===== config.mk =====
export PLATFORM = sky130hd
export DESIGN_NAME = dmem_arbiter
export DESIGN_NICKNAME = d
export VERILOG_FILES = /design/src/rtl/dmem_arbiter.sv
export SDC_FILE = /design/constraint.sdc
export NUM_CORES = 1
export LEC_CHECK = 0
export BUFFER_PORTS_ARGS = -buffer_cell sky130_fd_sc_hd__buf_4
export CORE_AREA = 4 4 113 115
export CTS_BUF_LIST = sky130_fd_sc_hd__clkbuf_4
export DETAILED_ROUTE_END_ITERATION = 10
export DIE_AREA = 0 0 117 119
export PLACE_DENSITY = 0.62
export SLEW_MARGIN = 30
export SYNTH_ARGS = -nofsm -noshare
export SYNTH_HDL_FRONTEND = slang
export SYNTH_SLANG_ARGS = --single-unit

===== constraint.sdc =====
create_clock -name clk -period 4.3 [get_ports clk]
set_input_delay 0.215 -clock clk [delete_from_list [all_inputs] [get_ports clk]]
set_output_delay 0.215 -clock clk [all_outputs]
set_load 0.1 [all_outputs]

===== src/rtl/dmem_arbiter.sv =====
// Round-robin two-port arbiter in front of the single-port data memory.
// Optional locked bursts with DMEM_ARB_BURST_EN (adds lock0/lock1, MAX_BURST).
module dmem_arbiter #(
  parameter int AW = 32,
  parameter int DW = 32,
`ifdef DMEM_ARB_BURST_EN
  parameter int MAX_BURST = 4,
`endif
  parameter int RD_LAT = 1
) (
  input  logic          clk,
  input  logic          rst,
  input  logic          req0,
  input  logic          we0,
  input  logic [AW-1:0] addr0,
  input  logic [DW-1:0] wdata0,
  output logic          gnt0,
  output logic          rvalid0,
  output logic [DW-1:0] rdata0,
  input  logic          req1,
  input  logic          we1,
  input  logic [AW-1:0] addr1,
  input  logic [DW-1:0] wdata1,
  output logic          gnt1,
  output logic          rvalid1,
  output logic [DW-1:0] rdata1,
`ifdef DMEM_ARB_BURST_EN
  input  logic          lock0,
  input  logic          lock1,
`endif
  output logic          mem_we,
  output logic [AW-1:0] mem_addr,
  output logic [DW-1:0] mem_wd,
  input  logic [DW-1:0] mem_rd
);

  logic          last_gnt;
  logic          sel;
  logic          gnt_any;
  logic          we_sel;
  logic          hold;
  logic [AW-1:0] addr_sel;
  logic [AW-1:0] addr_q;
  logic [DW-1:0] wd_sel;
  logic [DW-1:0] wd_q;
  logic [RD_LAT-1:0] pv;
  logic [RD_LAT-1:0] pp;

`ifdef DMEM_ARB_BURST_EN
  localparam int CW = $clog2(MAX_BURST + 1);
  logic [CW-1:0] burst_cnt;
  logic          lock_last;
  logic          req_last;
  logic          req_oth;

  // The last-granted port keeps the bus while locked, unless it has
  // used up its burst and the other side is waiting.
  always_comb begin
    lock_last = last_gnt ? lock1 : lock0;
    req_last  = last_gnt ? req1 : req0;
    req_oth   = last_gnt ? req0 : req1;
    hold      = lock_last & req_last
              & ~(req_oth & (burst_cnt >= CW'(MAX_BURST)));
  end

  always_ff @(posedge clk) begin
    if (rst) begin
      burst_cnt <= '0;
    end else if (!gnt_any) begin
      burst_cnt <= '0;
    end else if (sel != last_gnt) begin
      burst_cnt <= CW'(1);
    end else if (burst_cnt != CW'(MAX_BURST)) begin
      burst_cnt <= burst_cnt + CW'(1);
    end
  end
`else
  assign hold = 1'b0;
`endif

  always_comb begin
    sel      = (req0 & req1) ? (hold ? last_gnt : ~last_gnt) : req1;
    gnt_any  = (req0 | req1) & ~rst;
    we_sel   = sel ? we1 : we0;
    addr_sel = sel ? addr1 : addr0;
    wd_sel   = sel ? wdata1 : wdata0;
  end

  assign gnt0     = gnt_any & ~sel;
  assign gnt1     = gnt_any & sel;
  assign mem_we   = gnt_any & we_sel;
  assign mem_addr = rst ? '0 : (gnt_any ? addr_sel : addr_q);
  assign mem_wd   = rst ? '0 : (gnt_any ? wd_sel : wd_q);

  always_ff @(posedge clk) begin
    if (rst) begin
      last_gnt <= 1'b1;
      addr_q   <= '0;
      wd_q     <= '0;
    end else if (gnt_any) begin
      last_gnt <= sel;
      addr_q   <= addr_sel;
      wd_q     <= wd_sel;
    end
  end

  // Tag pipeline: valid bit plus port id, one stage per cycle of latency.
  always_ff @(posedge clk) begin
    if (rst) begin
      pv <= '0;
      pp <= '0;
    end else begin
      pv[0] <= gnt_any & ~we_sel;
      pp[0] <= sel;
      for (int i = 1; i < RD_LAT; i++) begin
        pv[i] <= pv[i-1];
        pp[i] <= pp[i-1];
      end
    end
  end

  assign rvalid0 = pv[RD_LAT-1] & ~pp[RD_LAT-1] & ~rst;
  assign rvalid1 = pv[RD_LAT-1] & pp[RD_LAT-1] & ~rst;
  assign rdata0  = rvalid0 ? mem_rd : '0;
  assign rdata1  = rvalid1 ? mem_rd : '0;

endmodule


==> out/qor.log <==
INFO  run_status     status=finished clean
INFO  synth          post_syn_nets=484
INFO  finish         fraction_of_final_layout_cells_sized_beyond_drive_strength_1=53.9%
INFO  power          net-switching-power=0.000815W
INFO  cts            post_cts_buffers=0
INFO  routing        ant_nets=0
INFO  worst_setup_path crit-reg2reg-launch=last_gnt$_SDFFE_PP1N_
INFO  cts            post_cts_resized=0
INFO  min_path       timing.hold.worst.class=in2reg
INFO  routing        drtPass1Iterations=4
INFO  cts            cts_htree_levels=3
INFO  floorplanning  core_region_area=11800um2
INFO  global_route   antenna_found_initial=0
INFO  run            max_cap_viol_count=0
INFO  routing        detail_route.wl_per_cell=16.5um
INFO  sta            clk_skew=18.0ps
INFO  finish         n_antenna_cell=0
INFO  routing        route.vias.total=3553
INFO  synth          ys_seq_elements=67
INFO  global_route   grt_max_degree=34
INFO  global_route   overflow_after_grt=0
INFO  place          hpwl=9890um
INFO  cts            cts_made_buffers=9
INFO  worst_setup_path critPathArrivalTime=2680ps
INFO  finish         mostFrequentLayoutCells=sky130_fd_sc_hd__buf_4, sky130_fd_sc_hd__and2_1, sky130_fd_sc_hd__dfxtp_1
INFO  synth          yosys.cell_types.count=27
INFO  power          swShare=41.8%
INFO  sta            clock.fmax=0.345GHz
INFO  min_path       min_to=addr_q[19]$_DFF_P_
INFO  worst_setup_path reg2reg_to=wd_q[26]$_DFF_P_
INFO  min_path       whs_path_depth=2
INFO  sta            setup-violations-final=0
INFO  worst_setup_path ff2ff_setup_slack=2250ps
INFO  cts            worstSkewPairLatency=400ps
INFO  floorplanning  start_util=26.3%
INFO  floorplanning  height_of_the_die=119um
INFO  routing        totalWireLength=12500um
INFO  sta            worst_slack=1400ps
INFO  worst_setup_path rr_worst_depth=4
INFO  cts            clock-sinks=67
INFO  synth          synth-seq-area-share=43.1%
INFO  routing        detail_route.vias_per_cell=4.70
INFO  power          power_dens_cells=346nW/um2
INFO  global_route   via_count_of_the_first_global_routing_pass=3508
INFO  synth          post_synth.cell_area_avg=9.79um2
INFO  sta            worst-slew-pin-transition=856ps
INFO  cts            clk_transition_reported_paths=120ps
INFO  worst_setup_path crit_fanout=33
INFO  floorplanning  ioPinCount=299
INFO  floorplanning  rows=40
INFO  power          clock_power_share=24.1%
INFO  sta            final_max_slew_viol_count=0
INFO  routing        route.detailed.drc=0
INFO  sta            period_needed=2900ps
INFO  power          internal-power=0.00113W
INFO  floorplanning  fp.dieW=117um
INFO  place          detailedPlace.worstSlack=1710ps
INFO  sta            grt_setup_unrepaired=no
INFO  global_route   groute.usage.overall=16.6%
INFO  power          power_leakage=2.86nW
INFO  synth          synth.cell_area=3110um2
INFO  synth          synth.yosys.warnings=0
INFO  routing        detail_route.iter0.violations=149
INFO  floorplanning  die-area=13900um2
INFO  cts            cts-root-buf=sky130_fd_sc_hd__clkbuf_4
INFO  synth          synth_cells=318
INFO  sta            slew_headroom=42.9%
INFO  cts            number_of_hold_repair_buffers_added_at_the_cts_stage=0
INFO  min_path       worst_hold_startpoint=addr1[19]
INFO  finish         layout.nets=770
INFO  global_route   global_route_wire_length_before_repair=18100um
INFO  worst_setup_path worst_setup_path_start_kind=flip-flop
INFO  power          sequential_share_of_power=35.0%
INFO  finish         final_common_cell=sky130_fd_sc_hd__buf_4
INFO  sta            portion_of_the_clock_cycle_consumed_by_the_worst_path_in_the_final_layout=67.4%
INFO  sta            setup_tns_final=0ps
INFO  place          gp_congestion=0.813
INFO  worst_setup_path criticalPathCategory=reg2out
INFO  power          combPwrFrac=40.9%
INFO  worst_setup_path critPathRequiredTime=4090ps
INFO  cts            tritoncts=done
INFO  place          number_of_buffers_added_on_ports=298
INFO  finish         area_growth_syn_to_layout=81.0%
INFO  sta            number_of_endpoints_with_negative_hold_slack_in_the_final_report=0
INFO  cts            cts-root-to-sink-buffers=2
INFO  worst_setup_path critical_path_endpoint_category=primary output
INFO  power          worst_ir_drop_vdd=0.000188V
==> layer usage <==
layer,vias up,GRT usage [%],part of all wire [%]
li1,1717,-,-
met1,1629,16.7,35
met2,186,31.0,53
met3,21,5.23,9.0
met4,0,6.02,2.8
met5,-,0,0
==> logic make-up (layout without fill, tap and decap cells) <==
family	count (synthesis)	after routing	synth area share, %
buffers and inverters	33	324	5.35
and+or+nand+nor	141	141	28.1
muxes	3	3	0.965
DFF	67	67	43.1
AOI/OAI and AO/OA	74	74	22.5
==> flip-flops by register name (all words and copies together), names as in the netlist <==
register	count
pp	1
pv	1
last_gnt	1
addr_q	32
wd_q	32
==> layout make-up <==
cell class / count / area, um2
Clock buffer: 9 / 67.6
Multi-Input combinational cell: 218 / 1630
Sequential cell: 67 / 1340
Fill cell: 1136 / 6180
Timing Repair Buffer: 304 / 2310
Clock inverter: 7 / 92.6
Inverter: 4 / 15.0
Tap cell: 147 / 184
==> worst max-delay path by stage <==
stage | start | to | depth (start not counted)
CTS | last_gnt$_SDFFE_PP1N_ | mem_wd[14] | 5
global route | last_gnt$_SDFFE_PP1N_ | mem_wd[14] | 5
detailed placement | req0 | mem_wd[14] | 6
floorplan | req0 | addr_q[31]$_DFF_P_ | 5
finish | last_gnt$_SDFFE_PP1N_ | mem_wd[14] | 5
global placement | req0 | mem_addr[1] | 6
==> stage by stage <==
step	utilization, %	area, um2	cells	hold slack, ps	total power [W]
after floorplan	-	3110	318	448	0.00125
after global placement	46.1	5450	738	465	0.00149
after detailed placement	46.2	5460	739	468	0.00150
after CTS	47.6	5620	755	22.9	0.00197
after global routing	47.7	5630	756	24.6	0.00202
final	47.7	5630	756	59.6	0.00195
==> Yosys cell counts (all sizes together) <==
cell | n | area share (%)
a211oi | 2 | 0.48
a21bo | 1 | 0.32
a21oi | 4 | 0.64
a221o | 58 | 19
a31oi | 4 | 0.80
and2 | 122 | 25
and3b | 1 | 0.28
buf | 13 | 2.9
clkbuf | 16 | 1.9
dfxtp | 67 | 43
inv | 4 | 0.48
mux2i | 3 | 0.97
nand2 | 1 | 0.12
nand2b | 1 | 0.20
nor2 | 9 | 1.2
nor2b | 1 | 0.20
nor3 | 2 | 0.48
nor3b | 3 | 0.88
o21ai | 1 | 0.16
o221a | 4 | 1.4
or2 | 1 | 0.20
==> power groups by stage <==
stage | registers [W] | clock network (W) | logic, W
after floorplan | 0.000693 | 0 | 0.000561
after global placement | 0.000695 | 0 | 0.000793
after detailed placement | 0.000696 | 0 | 0.000800
after CTS | 0.000682 | 0.000488 | 0.000801
after global routing | 0.000687 | 0.000510 | 0.000826
final | 0.000682 | 0.000471 | 0.000797
==> critical path: stages, from the launching register on <==
cell and delay, ps:
sky130_fd_sc_hd__dfxtp_1 380, sky130_fd_sc_hd__a21bo_1 330, sky130_fd_sc_hd__nor2_4 570, sky130_fd_sc_hd__buf_4 450
sky130_fd_sc_hd__a221o_1 250, sky130_fd_sc_hd__buf_4 300
Note: power is estimated with default switching activity, not from simulation.
